**config.mk**
```make
export PLATFORM = sky130hd
export DESIGN_NAME = usbfs_ctrl_responder
export DESIGN_NICKNAME = d
export VERILOG_FILES = /design/src/rtl/usbfs_ctrl_responder.sv
export SDC_FILE = /design/constraint.sdc
export NUM_CORES = 1
export LEC_CHECK = 0
export ABC_AREA = 1
export CAP_MARGIN = 20
export CORE_MARGIN = 2
export CORE_UTILIZATION = 55
export CTS_BUF_LIST = sky130_fd_sc_hd__clkbuf_8
export DETAILED_ROUTE_END_ITERATION = 10
export PLACE_DENSITY = 0.87
export SLEW_MARGIN = 20
export SYNTH_ARGS = -nofsm -noshare
export SYNTH_HDL_FRONTEND = slang
export SYNTH_SLANG_ARGS = --single-unit
export TNS_END_PERCENT = 50
```
**constraint.sdc**
```tcl
create_clock -name i_clk -period 9.7 [get_ports i_clk]
set_input_delay 1.94 -clock i_clk [delete_from_list [all_inputs] [get_ports i_clk]]
set_output_delay 1.94 -clock i_clk [all_outputs]
set_load 0.03 [all_outputs]
```
**src/rtl/usbfs_ctrl_responder.sv**
```systemverilog
// usbfs_ctrl_responder
// Device-side responder for USB full-speed control endpoint 0.
// Decodes 8-byte SETUP payloads and serves GET_DESCRIPTOR data in MAX_PKT
// chunks read from an external descriptor ROM. Runs the status stages and
// applies SET_ADDRESS / SET_CONFIGURATION once the host has ACKed the status ZLP.
//
// Ports
//   i_clk, i_rst            clock, asynchronous active-high reset
//   i_setupValid/Data       SETUP payload from the transactor (byte0 in [7:0])
//   i_tknValid/o_tknReady   EP0 token handshake; i_tknIn selects IN vs OUT,
//                           i_tknOutNBytes is the OUT data length
//   o_rspValid/i_rspReady   registered response handshake
//   o_rspKind               0=ACK 1=DATA 2=NAK 3=STALL
//   o_rspPid1               DATA PID (1=DATA1)
//   o_rspData/_nBytes       IN payload and its length
//   i_inAcked               host ACKed the last DATA response
//   o_romAddr/i_romData     descriptor ROM port, 1-cycle read latency
//   o_devAddr, o_configured current address and configuration state
module usbfs_ctrl_responder #(
    parameter int MAX_PKT      = 8,
    parameter int ROM_AW       = 7,
    parameter int DEVDESC_BASE = 0,
    parameter int DEVDESC_LEN  = 18,
    parameter int CFGDESC_BASE = 18,
    parameter int CFGDESC_LEN  = 32
) (
    input  logic                      i_clk,
    input  logic                      i_rst,
    input  logic                      i_setupValid,
    input  logic [63:0]               i_setupData,
    input  logic                      i_tknValid,
    output logic                      o_tknReady,
    input  logic                      i_tknIn,
    input  logic [$clog2(MAX_PKT):0]  i_tknOutNBytes,
    output logic                      o_rspValid,
    input  logic                      i_rspReady,
    output logic [1:0]                o_rspKind,
    output logic                      o_rspPid1,
    output logic [8*MAX_PKT-1:0]      o_rspData,
    output logic [$clog2(MAX_PKT):0]  o_rspData_nBytes,
    input  logic                      i_inAcked,
    output logic [ROM_AW-1:0]         o_romAddr,
    input  logic [7:0]                i_romData,
    output logic [6:0]                o_devAddr,
    output logic                      o_configured
);

    localparam int NB = $clog2(MAX_PKT) + 1;
    localparam logic [1:0] KIND_ACK   = 2'd0;
    localparam logic [1:0] KIND_DATA  = 2'd1;
    localparam logic [1:0] KIND_NAK   = 2'd2;
    localparam logic [1:0] KIND_STALL = 2'd3;

    typedef enum logic [2:0] {
        ST_IDLE, ST_FETCH, ST_DATA_IN, ST_STATUS_OUT, ST_STATUS_IN, ST_STALL
    } state_t;

    state_t state_q, state_d;

    logic [15:0]          xferLen_q, xferLen_d, wLength_q, wLength_d, rem_q, rem_d;
    logic [ROM_AW-1:0]    ptr_q, ptr_d;
    logic                 pid_q, pid_d;
    logic [NB-1:0]        cnt_q, cnt_d, chunkN_q, chunkN_d;
    logic [8*MAX_PKT-1:0] chunk_q, chunk_d;
    logic [6:0]           pendAddr_q, pendAddr_d, devAddr_q, devAddr_d;
    logic                 pendIsAddr_q, pendIsAddr_d, pendCfg_q, pendCfg_d;
    logic                 configured_q, configured_d;
    logic                 rspValid_q, rspValid_d, rspPid1_q, rspPid1_d;
    logic [1:0]           rspKind_q, rspKind_d;
    logic [8*MAX_PKT-1:0] rspData_q, rspData_d;
    logic [NB-1:0]        rspN_q, rspN_d;

    // SETUP field extraction; wIndex is not needed by any supported request.
    logic [7:0]  bmReqType, bRequest;
    logic [15:0] wValue, wLength;
    logic        unusedWIndex;
    assign bmReqType    = i_setupData[7:0];
    assign bRequest     = i_setupData[15:8];
    assign wValue       = i_setupData[31:16];
    assign wLength      = i_setupData[63:48];
    assign unusedWIndex = ^i_setupData[47:32];

    logic isGetDev, isGetCfg, isSetAddr, isSetCfg;
    assign isGetDev  = (bmReqType == 8'h80) && (bRequest == 8'd6) && (wValue[15:8] == 8'd1);
    assign isGetCfg  = (bmReqType == 8'h80) && (bRequest == 8'd6) && (wValue[15:8] == 8'd2);
    assign isSetAddr = (bmReqType == 8'h00) && (bRequest == 8'd5);
    assign isSetCfg  = (bmReqType == 8'h00) && (bRequest == 8'd9) && (wValue <= 16'd1);

    logic [15:0]       descLen, setupXferLen;
    logic [ROM_AW-1:0] descBase;
    assign descLen      = isGetCfg ? 16'(CFGDESC_LEN) : 16'(DEVDESC_LEN);
    assign descBase     = isGetCfg ? ROM_AW'(CFGDESC_BASE) : ROM_AW'(DEVDESC_BASE);
    assign setupXferLen = (wLength < descLen) ? wLength : descLen;

    // Size of the chunk being fetched; zero means a ZLP.
    logic [NB-1:0] chunkLen;
    assign chunkLen = (rem_q < 16'(MAX_PKT)) ? rem_q[NB-1:0] : NB'(MAX_PKT);

    logic        fetchDone, tknAccept, moreData;
    logic [15:0] ackRem;
    assign fetchDone = (state_q == ST_FETCH) && (cnt_q == chunkLen);
    // A SETUP in the same cycle wins; the token is swallowed by the abort.
    assign tknAccept = i_tknValid && !rspValid_q && !i_setupValid;
    assign ackRem    = rem_q - 16'(chunkN_q);
    // A full last packet that ends short of wLength must be followed by a ZLP.
    assign moreData  = (ackRem != 16'd0) ||
                       ((chunkN_q == NB'(MAX_PKT)) && (xferLen_q < wLength_q));

    // State register
    always_ff @(posedge i_clk or posedge i_rst) begin
        if (i_rst) state_q <= ST_IDLE;
        else       state_q <= state_d;
    end

    // Next-state logic; a SETUP overrides whatever transfer is in progress.
    always_comb begin
        state_d = state_q;
        if (i_setupValid) begin
            if (isGetDev || isGetCfg)      state_d = ST_FETCH;
            else if (isSetAddr || isSetCfg) state_d = ST_STATUS_IN;
            else                            state_d = ST_STALL;
        end else begin
            case (state_q)
                ST_FETCH: begin
                    if (tknAccept && !i_tknIn) state_d = ST_IDLE;
                    else if (fetchDone)        state_d = ST_DATA_IN;
                end
                ST_DATA_IN: begin
                    if (i_inAcked)                 state_d = moreData ? ST_FETCH : ST_STATUS_OUT;
                    else if (tknAccept && !i_tknIn) state_d = ST_IDLE;
                end
                ST_STATUS_OUT: begin
                    if (tknAccept && !i_tknIn)
                        state_d = (i_tknOutNBytes == '0) ? ST_IDLE : ST_STALL;
                end
                ST_STATUS_IN: begin
                    if (i_inAcked)                 state_d = ST_IDLE;
                    else if (tknAccept && !i_tknIn) state_d = ST_STALL;
                end
                default: state_d = state_q;
            endcase
        end
    end

    // Transfer datapath: ROM fetch, chunk accounting and deferred address/config.
    always_comb begin
        xferLen_d    = xferLen_q;
        wLength_d    = wLength_q;
        rem_d        = rem_q;
        ptr_d        = ptr_q;
        pid_d        = pid_q;
        cnt_d        = cnt_q;
        chunkN_d     = chunkN_q;
        chunk_d      = chunk_q;
        pendAddr_d   = pendAddr_q;
        pendIsAddr_d = pendIsAddr_q;
        pendCfg_d    = pendCfg_q;
        devAddr_d    = devAddr_q;
        configured_d = configured_q;
        if (i_setupValid) begin
            xferLen_d    = setupXferLen;
            wLength_d    = wLength;
            rem_d        = setupXferLen;
            ptr_d        = descBase;
            pid_d        = 1'b1;
            cnt_d        = '0;
            pendIsAddr_d = isSetAddr;
            if (isSetAddr) pendAddr_d = wValue[6:0];
            if (isSetCfg)  pendCfg_d  = wValue[0];
        end else if (state_q == ST_FETCH) begin
            // Byte addressed in cycle k arrives in cycle k+1 and lands in lane k.
            if (cnt_q == '0) chunk_d = '0;
            else             chunk_d[8*(int'(cnt_q) - 1) +: 8] = i_romData;
            if (fetchDone) chunkN_d = chunkLen;
            else           cnt_d    = cnt_q + NB'(1);
        end else if (state_q == ST_DATA_IN && i_inAcked) begin
            rem_d = ackRem;
            ptr_d = ptr_q + ROM_AW'(chunkN_q);
            pid_d = !pid_q;
            cnt_d = '0;
        end else if (state_q == ST_STATUS_IN && i_inAcked) begin
            if (pendIsAddr_q) devAddr_d    = pendAddr_q;
            else              configured_d = pendCfg_q;
        end
    end

    // Response outputs: built on token acceptance and held until consumed.
    always_comb begin
        rspValid_d = rspValid_q && !i_rspReady;
        rspKind_d  = rspKind_q;
        rspPid1_d  = rspPid1_q;
        rspData_d  = rspData_q;
        rspN_d     = rspN_q;
        if (i_setupValid) begin
            rspValid_d = 1'b0;
        end else if (tknAccept) begin
            rspValid_d = 1'b1;
            rspData_d  = '0;
            rspN_d     = '0;
            case (state_q)
                ST_IDLE, ST_FETCH: rspKind_d = i_tknIn ? KIND_NAK : KIND_ACK;
                ST_DATA_IN: begin
                    if (i_tknIn) begin
                        rspKind_d = KIND_DATA;
                        rspData_d = chunk_q;
                        rspN_d    = chunkN_q;
                        rspPid1_d = pid_q;
                    end else begin
                        rspKind_d = KIND_ACK;
                    end
                end
                ST_STATUS_OUT: begin
                    if (i_tknIn)                    rspKind_d = KIND_NAK;
                    else if (i_tknOutNBytes == '0)  rspKind_d = KIND_ACK;
                    else                            rspKind_d = KIND_STALL;
                end
                ST_STATUS_IN: begin
                    if (i_tknIn) begin
                        rspKind_d = KIND_DATA;
                        rspPid1_d = 1'b1;
                    end else begin
                        rspKind_d = KIND_STALL;
                    end
                end
                default: rspKind_d = KIND_STALL;
            endcase
        end
    end

    // Datapath and response registers
    always_ff @(posedge i_clk or posedge i_rst) begin
        if (i_rst) begin
            xferLen_q    <= '0;
            wLength_q    <= '0;
            rem_q        <= '0;
            ptr_q        <= '0;
            pid_q        <= 1'b1;
            cnt_q        <= '0;
            chunkN_q     <= '0;
            chunk_q      <= '0;
            pendAddr_q   <= '0;
            pendIsAddr_q <= 1'b0;
            pendCfg_q    <= 1'b0;
            devAddr_q    <= '0;
            configured_q <= 1'b0;
            rspValid_q   <= 1'b0;
            rspKind_q    <= KIND_ACK;
            rspPid1_q    <= 1'b1;
            rspData_q    <= '0;
            rspN_q       <= '0;
        end else begin
            xferLen_q    <= xferLen_d;
            wLength_q    <= wLength_d;
            rem_q        <= rem_d;
            ptr_q        <= ptr_d;
            pid_q        <= pid_d;
            cnt_q        <= cnt_d;
            chunkN_q     <= chunkN_d;
            chunk_q      <= chunk_d;
            pendAddr_q   <= pendAddr_d;
            pendIsAddr_q <= pendIsAddr_d;
            pendCfg_q    <= pendCfg_d;
            devAddr_q    <= devAddr_d;
            configured_q <= configured_d;
            rspValid_q   <= rspValid_d;
            rspKind_q    <= rspKind_d;
            rspPid1_q    <= rspPid1_d;
            rspData_q    <= rspData_d;
            rspN_q       <= rspN_d;
        end
    end

    assign o_tknReady       = !rspValid_q;
    assign o_rspValid       = rspValid_q;
    assign o_rspKind        = rspKind_q;
    assign o_rspPid1        = rspPid1_q;
    assign o_rspData        = rspData_q;
    assign o_rspData_nBytes = rspN_q;
    assign o_devAddr        = devAddr_q;
    assign o_configured     = configured_q;
    assign o_romAddr        = (state_q == ST_FETCH && cnt_q < chunkLen) ?
                              ptr_q + ROM_AW'(cnt_q) : '0;

endmodule

```
==> results.md, run 1 <==
- Outcome: completed
- DRT Wirelength: 27600 µm
- Hold Vio Cnt, Final: 0
- Skew-Pair Late Insertion Delay: 0.55 ns
- # rows: a little over 50
- Setup CP Type: flip-flop to output port
- CP Launch Type: flip-flop
- Vias in the first global route: 9364
- Netlist Area Pre-Place: 10900 µm²
- EDFF count, synth: 0
- Routed vias: 9591
- Clock sink count: 220
- Dpl hpwl: about 19000 µm
- CP peak stage delay: around 0.7 ns
- Die width: 145 µm
- CTS tree: done
- Remaining DRCs: 0
- Setup TNS: 0 ns
- Area grow syn2layout: 23.1%
- PortBufs: approximately 150
- Postcts setup bufs: 0
- Die area: approximately 21000 µm²
- Critical Path End Type: output port
- Core Area: 19500 µm²
- Leak Pwr: 6.39 nW
- Hold_buf cts: 0
- Initial antenna violation count: 0
- CTS Buf Count: 36
- Cells after Synth: 1252
- Count of state elements after synthesis: 220
- Routed WL per cell: 16.2 µm
- Worst path bufs/invs: 5
- Max Fanout on Critical Path: 4
- Via density: 5.64
- Placed Area: around 13000 µm²
- Sequential share of the synthesized area: 50.5%
- Most common cell after layout, fill and taps aside: nand2_1
- Crit path depth: 13
- Commonest non-fill, non-tap cells in the layout: nand2_1, dfrtp_1, inv_1
- Fmax: 0.170 GHz
- Critical-path top delay cell: clkdlybuf4s50_1
- Starting Density: a little under three fifths
- Worst-path clk slew: 0.06 ns
- Hold depth: 2
- Routed Antenna Nets: 0
- Cell mode on critical path: inv_1
- RSZ-0062 raised after global routing: false
- Max Root-Sink Buffers: 3
- First-pass GRT wire length: 45200 µm
- Share of cells above drive strength 1: approximately 7.5%
- Slew margin rel.: 25.8%
- Pin count of the biggest net entering global routing: 143
- Ys flop type: dfrtp_1
- Pins over their slew limit: 0
- # diodes: 0
- Gr ovfl total: 0
- Power Density: a little over 200 nW/µm²
- Htree depth: 2
- Delay-heaviest family, CP: simple AND/OR/NAND/NOR gates
- Crit path DAT: 3.93 ns
- Final nets: between 1500 and 2000
- # IOs: 171
- Syn Nets: 1381
- Finished Cell Area: 13400 µm²
- Period utilization: 60.5%
- Least-Margin Pin Slew: 1.11 ns
- Type of the tightest min-delay check: flip-flop to flip-flop
- All-layer global routing usage: 26.9%
- Worst vdd ir: 0.0982 mV
- R2r worst-path depth: 17
- Share of synthesized registers carrying an async set or reset: 100%
- First-pass iteration count of the detailed router: 8
- Tmin final: 5.87 ns
- CP Cell Sequence: inv_1 > nand2_1 > nor2_1 > inv_1 > nor3_1 > nand2_1 > ha_1 > a21oi_1 > inv_1 > nor3_1 > inv_1 > nor3_1 > clkdlybuf4s50_1
- Final setup fails: 0
- GP Congestion: 0.884
- Number of gates resized after cts: 0
- Die Ht: 145 µm
- Clock skew: 0.0395 ns
- Synth warn: 0
- Max-cap viol count: 0
- Drt first-iter violations: 766
- Syn_area_per_cell: ~8.7 µm²
- CTS root buffer: clkbuf_8
- Yosys cell types: 52
- Req. time, crit path: 7.76 ns
-- through the flow --
step	total power, mW	hold slack [ns]	setup slack, ns	cells	utilization, %
3_3_place_gp	1.84	0.460	4.46	1635	65.0
4_1_cts	2.75	0.481	3.81	1701	69.0
2_1_floorplan	1.66	0.443	1.74	1252	-
5_1_grt	2.91	0.503	3.42	1701	69.0
3_5_place_dp	1.87	0.466	4.44	1635	65.0
6_report	2.76	0.481	3.83	1701	69.0
-- area by class of cell --
cell class | count | area [µm²]
clock inverters | 23 | 191
repair buffers | 160 | 1580
flip-flops and latches | 220 | 5510
fillers | 1452 | 6020
inverters | 157 | 597
clock buffers | 43 | 592
well taps | 265 | 332
multi-input cells | 833 | 4640
-- registers in the layout, summed over array words and instances, names as in the netlist --
register / count
o_rspData: 64
pid_q: 1
state_q: 3
pendAddr_q: 7
pendIsAddr_q: 1
cnt_q: 4
o_rspKind: 2
o_rspData_nBytes: 4
o_configured: 1
chunk_q: 64
o_rspPid1: 1
rem_q: 16
o_devAddr: 7
xferLen_q: 16
chunkN_q: 4
pendCfg_q: 1
ptr_q: 7
wLength_q: 16
o_rspValid: 1
-- cells in the mapped netlist (2+ instances only) --
cell type	n	area, µm²
nand2_1	281	1050
dfrtp_1	218	5460
inv_1	152	571
nor2_1	113	424
o21ai_0	97	485
nand3_1	63	315
a32o_1	56	561
ha_1	43	538
a21oi_1	38	190
nor3_1	37	185
clkbuf_1	24	90.1
o21ai_2	14	123
buf_2	13	65.1
nand4_1	13	81.3
o22ai_1	9	56.3
nor4_1	8	50.1
a31oi_1	6	37.5
nor2_2	6	37.5
xor2_1	5	43.8
inv_2	4	15.0
nand3b_1	4	30.0
buf_6	3	33.8
fa_1	3	60.1
nand2_2	3	18.8
o21ai_1	3	15.0
or2_2	3	18.8
a211oi_1	2	15.0
buf_1	2	7.51
dfstp_2	2	52.6
mux2_2	2	22.5
nor2_4	2	22.5
o21bai_1	2	15.0
o31ai_1	2	15.0
-- cell families after synthesis --
family                   share of synthesized area [%]
adder cells (fa/ha/maj)                           5.48
flip-flops                                        50.5
XOR/XNOR                                         0.631
multiplexers                                     0.206
AND/OR/NAND/NOR                                   21.5
buffers and inverters                             7.20
AO/OA/AOI/OAI                                     14.6
-- path summary, 6_finish.rpt --
check,from,to,slack (ns)
min in group asynchronous,i_rst,chunk_q[6],1.93
max,rem_q[4],o_romAddr[6],3.83
max reg2reg,cnt_q[1],chunk_q[58],5.99
min,chunk_q[58],chunk_q[58],0.48
min reg2reg,chunk_q[58],chunk_q[58],0.48
max in group asynchronous,i_rst,o_rspData[10],6.19
-- per-layer routing --
layer	up-vias	GRT usage (%)	part of all wire [%]	routed length, µm
met3	52	6.09	7.8	2160
met4	0	8.23	2.0	563
met1	4650	36.5	43	11900
met5	-	0	0	0
li1	4510	-	-	-
met2	379	43.5	47	13000
-- worst register-to-register path, stage by stage, from the launching register on --
cell     delay, ns
dfrtp_1       0.52
inv_1         0.18
ha_1          0.24
xnor2_1       0.18
inv_1         0.09
nor2_1        0.17
nand2_1       0.12
inv_1         0.08
ha_1          0.43
inv_2         0.12
nor3_1        0.30
nand4_1       0.15
a21oi_1       0.17
nand3_1       0.14
nor2_2        0.32
o21ai_2       0.19
nand2_1       0.10
nand2_1       0.05
-- power by group --
part	leakage, nW	switching (mW)	total, mW	internal (mW)
combinational	3.00	0.572	0.838	0.266
sequential	2.95	0.0615	1.05	0.991
clock	0.442	0.382	0.869	0.487
(Power assumes the default switching activity.)
==> run 2, diff against run 1 <==
- clock period: 9.7 -> 6.03 ns (I/O delays scaled with it)
==> run 2 against run 1 <==
- clock power rose by 63%
- utilization rose by 0.15 points
- final area rose by 0.21%
- register-to-register slack got worse by 3.7 ns
- wire length fell by 0.34%
- critical path type unchanged
==> results.md, run 2 (synthesized netlist as in run 1, its figures left out) <==
- Outcome: completed
- DRT Wirelength: 27500 µm (-0.34%)
- Routed Antenna Nets: 0 (unchanged)
- CTS tree: done
- Setup TNS: 0 ns (unchanged)
- All-layer global routing usage: 27.2% (+0.33 points)
- Fmax: around 0.19 GHz
- Final nets: 1539 (+0.13%)
- Number of gates resized after cts: 0 (unchanged)
- PortBufs: 154 (unchanged)
- Area grow syn2layout: 23.4%
- Die area: 21000 µm² (unchanged)
- Core Area: 19500 µm² (unchanged)
- Max-cap viol count: 0 (unchanged)
- Worst hold start: o_rspPid1
- Setup CP Type: flip-flop to output port
- Die Ht: 145 µm (unchanged)
- Routed vias: 9533 (-0.60%)
- Share of cells above drive strength 1: 7.74% (+0.22 points)
- GP Congestion: 0.893 (+1.0%)
- First-pass iteration count of the detailed router: 5 (-3)
- Hold_buf cts: 0 (unchanged)
- Clock sink count: 220 (unchanged)
- Max Fanout on Critical Path: 4 (unchanged)
- Commonest non-fill, non-tap cells in the layout: nand2_1, dfrtp_1, inv_1
- Die width: 145 µm (unchanged)
- Most common cell after layout, fill and taps aside: nand2_1
- Critical Path End Type: output port
- Clock skew: 0.0199 ns (-0.0197 ns)
- # diodes: 0 (unchanged)
- First-pass GRT wire length: 45400 µm (+0.50%)
- Least-Margin Pin Slew: 0.944 ns (-0.168 ns)
- Via density: 5.61 (-0.49%)
- FILL cells: 1453 (+0.069%)
- Pins over their slew limit: 0 (unchanged)
- Drt first-iter violations: 854 (+11%)
- RSZ-0062 raised after global routing: false
- Vias in the first global route: 9411 (+0.50%)
- # IOs: 171 (unchanged)
- Routed WL per cell: 16.2 µm (-0.22%)
- Starting Density: 56.1% (unchanged)
- Postcts setup bufs: 0 (unchanged)
- Slew margin rel.: 37.0% (+11 points)
- Gr ovfl total: 0 (unchanged)
- Pin count of the biggest net entering global routing: 171 (+20%)
- Final Power: 4.43 mW (+61%)
- Reg-to-reg startpoint: cnt_q[0]
- Tmin final: 5.17 ns
- CP Launch Type: flip-flop
- Finished Layout Cells: 1699 (-0.12%)
- Max Root-Sink Buffers: 3 (unchanged)
- Type of the tightest min-delay check: flip-flop to flip-flop
- Htree depth: 2 (unchanged)
- CTS Buf Count: 37 (+2.8%)
- Worst vdd ir: 0.181 mV (+84%)
- Remaining DRCs: 0 (unchanged)
- Period utilization: 85.8%
- Req. time, crit path: 4.82 ns (-2.94 ns)
- Hold Slack: 0.478 ns (-0.00294 ns)
- Initial antenna violation count: 1 (+1)
- Power Density: 329 nW/µm² (+60%)
- Critical Path Start: rem_q[4]
- CTS root buffer: clkbuf_8
- Hold Vio Cnt, Final: 0 (unchanged)
- Dpl hpwl: 19300 µm (+1.6%)
- Skew-Pair Late Insertion Delay: 0.54 ns (about the same)
- # rows: 51 (unchanged)
- Dpl cells: 1636 (+0.061%)
- Final setup fails: 0 (unchanged)
- Leak Pwr: 6.39 nW (about the same)
- Crit path DAT: 3.97 ns (+0.04 ns)
- Worst-path clk slew: 0.07 ns (about the same)
-- run 2: final cells by class --
class                      count  area [µm²]  share of cell area [%]
tap                          265         332                    2.46
multi-input combinational    833        4640                    34.4
sequential                   220        5510                    40.9
timing repair buffer         161        1600                    11.9
clock buffer                  49         674                    5.01
inverter                     157         593                    4.40
clock inverter                14         121                   0.901
-- run 2: worst paths after layout --
check / depth (start not counted) / slack (ns) / to
worst max-delay path: 12 / 0.86 / o_romAddr[6]
worst min-delay path: 2 / 0.48 / o_rspPid1
worst max register to register: 18 / 2.33 / chunk_q[61]
worst min register to register: 2 / 0.48 / o_rspPid1
max in group asynchronous: 3 / 4.05 / o_devAddr[5]
min in group asynchronous: 3 / 1.26 / o_rspData[5]
-- run 2: power breakdown --
group | internal (mW) | switching, mW
Clock | 0.814 | 0.604
Combinational | 0.428 | 0.896
Sequential | 1.59 | 0.0969
Total | 2.84 | 1.60
-- run 2: metrics by stage --
stage / setup WS (ns) / util (%) / instance area (µm²)
after floorplan: 1.96 / - / 10900
after global placement: 1.52 / 65.1 / 12700
after detailed placement: 1.49 / 65.1 / 12700
after CTS: 0.896 / 69.2 / 13500
after global routing: 0.603 / 69.2 / 13500
final: 0.857 / 69.2 / 13500
-- run 2: worst max-delay path, cell delays in order, from the launching register on --
cell             delay, ns
dfrtp_1               0.40
inv_1                 0.13
nand2_1               0.10
nor2_1                0.21
inv_1                 0.09
nor3_1                0.38
ha_1                  0.35
a21oi_1               0.16
inv_1                 0.05
nor3_1                0.44
inv_1                 0.18
nor3_1                0.22
clkdlybuf4s50_1       0.72
-- run 2: per-layer routing --
layer / wire [µm] / GRT usage (%)
met5: 0 / 0
met4: 675 / 8.48
met3: 2250 / 6.58
met2: 13000 / 44.7
met1: 11600 / 36.0
==> run 3, diff against run 2 <==
- REMOVE_ABC_BUFFERS: default -> 1
- SLEW_MARGIN: 20 -> default
==> run 3 against run 2 <==
- critical path depth is the same
- global-route usage shrank 0.63 points
- cell count grew 0.24%
- critical path type unchanged
- highest routed layer unchanged
==> results.md, run 3 (synthesized netlist as in run 1, its figures left out) <==
- Routed vias: 9572 (+0.41%)
- Remaining DRCs: 0 (unchanged)
- Met2 track demand over resource: 44.6% (-0.12 points)
- Cell mode on critical path: inv_1
- PortBufs: 154 (unchanged)
- Least-Margin Pin Slew: 0.944 ns (-0.0000128 ns)
- Initial antenna violation count: 0 (-1)
- Final setup fails: 0 (unchanged)
- Most common cell after layout, fill and taps aside: nand2_1
- Routed WL per cell: 15.9 µm (-1.5%)
- Power Density: 330 nW/µm² (+0.27%)
- Period utilization: 85.3% (-0.46 points)
- CTS tree: done
- Outcome: completed
- Slew margin rel.: 37.0% (about the same)
- Critical Path Start: rem_q[4]
- Core Area: 19500 µm² (unchanged)
- GP Congestion: 0.868 (-2.9%)
- Reg-to-reg startpoint: cnt_q[1]
- Hold Vio Cnt, Final: 0 (unchanged)
- Routed Antenna Nets: 0 (unchanged)
- FILL cells: 1500 (+3.2%)
- Type of the tightest min-delay check: flip-flop to flip-flop
- Setup CP Type: flip-flop to output port
- Drt first-iter violations: 624 (-27%)
- Pre-CTS setup slack: 1.50 ns (+0.0153 ns)
- CP Launch Type: flip-flop
- Hold Slack: 0.483 ns (+0.00490 ns)
- Area grow syn2layout: 23.4% (about the same)
- Die Ht: 145 µm (unchanged)
- Worst vdd ir: 0.177 mV (-2.0%)
- Pin count of the biggest net entering global routing: 143 (-16%)
- Number of gates resized after cts: 0 (unchanged)
- CTS Buf Count: 37 (unchanged)
- Skew-Pair Late Insertion Delay: 0.53 ns (about the same)
- Worst-path clk slew: 0.06 ns (about the same)
- Vias in the first global route: 9393 (-0.19%)
- Req. time, crit path: 4.82 ns (about the same)
- Leak Pwr: 6.41 nW (+0.35%)
- # rows: 51 (unchanged)
- CP Cell Sequence: inv_1 > nand2_1 > nor2_1 > inv_1 > nor3_1 > ha_1 > a21oi_1 > inv_1 > nor3_1 > inv_1 > nor3_1 > clkdlybuf4s50_1
- Critical-path top delay cell: clkdlybuf4s50_1
- Crit path DAT: 3.94 ns (-0.03 ns)
- Via density: 5.62 (+0.17%)
- Fmax: 0.194 GHz (+0.53%)
- RSZ-0062 raised after global routing: false
- Pins over their slew limit: 0 (unchanged)
- Commonest non-fill, non-tap cells in the layout: nand2_1, dfrtp_1, inv_1
- Clock skew: 0.0256 ns (+0.00570 ns)
- CTS root buffer: clkbuf_8
- Dpl hpwl: 19100 µm (-0.67%)
- Postcts setup bufs: 0 (unchanged)
- Final worst slack: 0.885 ns (+0.0274 ns)
- Final nets: 1539 (unchanged)
- Max-cap viol count: 0 (unchanged)
- Starting Density: 56.1% (unchanged)
- M1 GR Usage: 33.9% (-2.1 points)
- Met3 GRT Util: 4.77% (-1.8 points)
- Gr ovfl total: 0 (unchanged)
- Critical Path End Type: output port
- # IOs: 171 (unchanged)
- First-pass iteration count of the detailed router: 6 (+1)
- Share of cells above drive strength 1: 7.58% (-0.16 points)
- All-layer global routing usage: 26.6% (-0.63 points)
- Clock sink count: 220 (unchanged)
- CP peak stage delay: 0.71 ns (about the same)
- Die width: 145 µm (unchanged)
- Tmin final: 5.15 ns (-0.0274 ns)
- Hold_buf cts: 0 (unchanged)
- Gr busiest metal: met2
- Die area: 21000 µm² (unchanged)
- Htree depth: 2 (unchanged)
- Max Fanout on Critical Path: 4 (unchanged)
- Max Root-Sink Buffers: 3 (unchanged)
- First-pass GRT wire length: 44800 µm (-1.4%)
- # diodes: 0 (unchanged)
- Worst hold start: chunk_q[30]
- DRT Wirelength: 27100 µm (-1.2%)
[run 3: final cells by class]
class	count	area, µm²	share of cell area [%]
flip-flops and latches	220	5510	40.9
multi-input cells	833	4640	34.4
repair buffers	161	1590	11.8
clock buffers	50	688	5.11
inverters	157	597	4.43
well taps	265	332	2.46
clock inverters	17	121	0.901
[run 3: worst max-delay path, delay by kind of cell (launching register included)]
family                     cells  cell delay [ns]
adders and majority gates      1             0.35
buffers and inverters          5             1.13
and+or+nand+nor                5             1.36
DFF                            1             0.40
AOI/OAI and AO/OA              1             0.15
[run 3: final timing paths]
path	to	slack (ns)	depth (start not counted)
max	o_romAddr[6]	0.88	12
min	chunk_q[30]	0.48	2
max reg2reg	chunk_q[60]	2.27	18
min reg2reg	chunk_q[30]	0.48	2
max in group asynchronous	o_rspKind[1]	3.60	3
min in group asynchronous	o_rspData[3]	1.33	2
[run 3: per-layer routing]
metal / wire, µm / up-vias
met5: 0 / -
met4: 1040 / 0
met3: 1580 / 76
met2: 13300 / 349
li1: - / 4523
met1: 11300 / 4624
[run 3: where the power goes]
group	internal [mW]	switching, mW	leakage, nW
Sequential	1.59	0.104	2.95
Combinational	0.426	0.905	3.00
Clock	0.823	0.595	0.461
Total	2.84	1.60	6.41
[run 3: metrics by stage]
step	TNS (ns)	total power, mW	utilization (%)	area (µm²)	cells
4_1_cts	0	4.45	69.2	13500	1703
3_3_place_gp	0	2.96	65.1	12700	1636
2_1_floorplan	-260.24	2.63	-	10700	1210
5_1_grt	0	4.72	69.2	13500	1703
6_report	0	4.45	69.2	13500	1703
3_5_place_dp	0	3.02	65.1	12700	1636
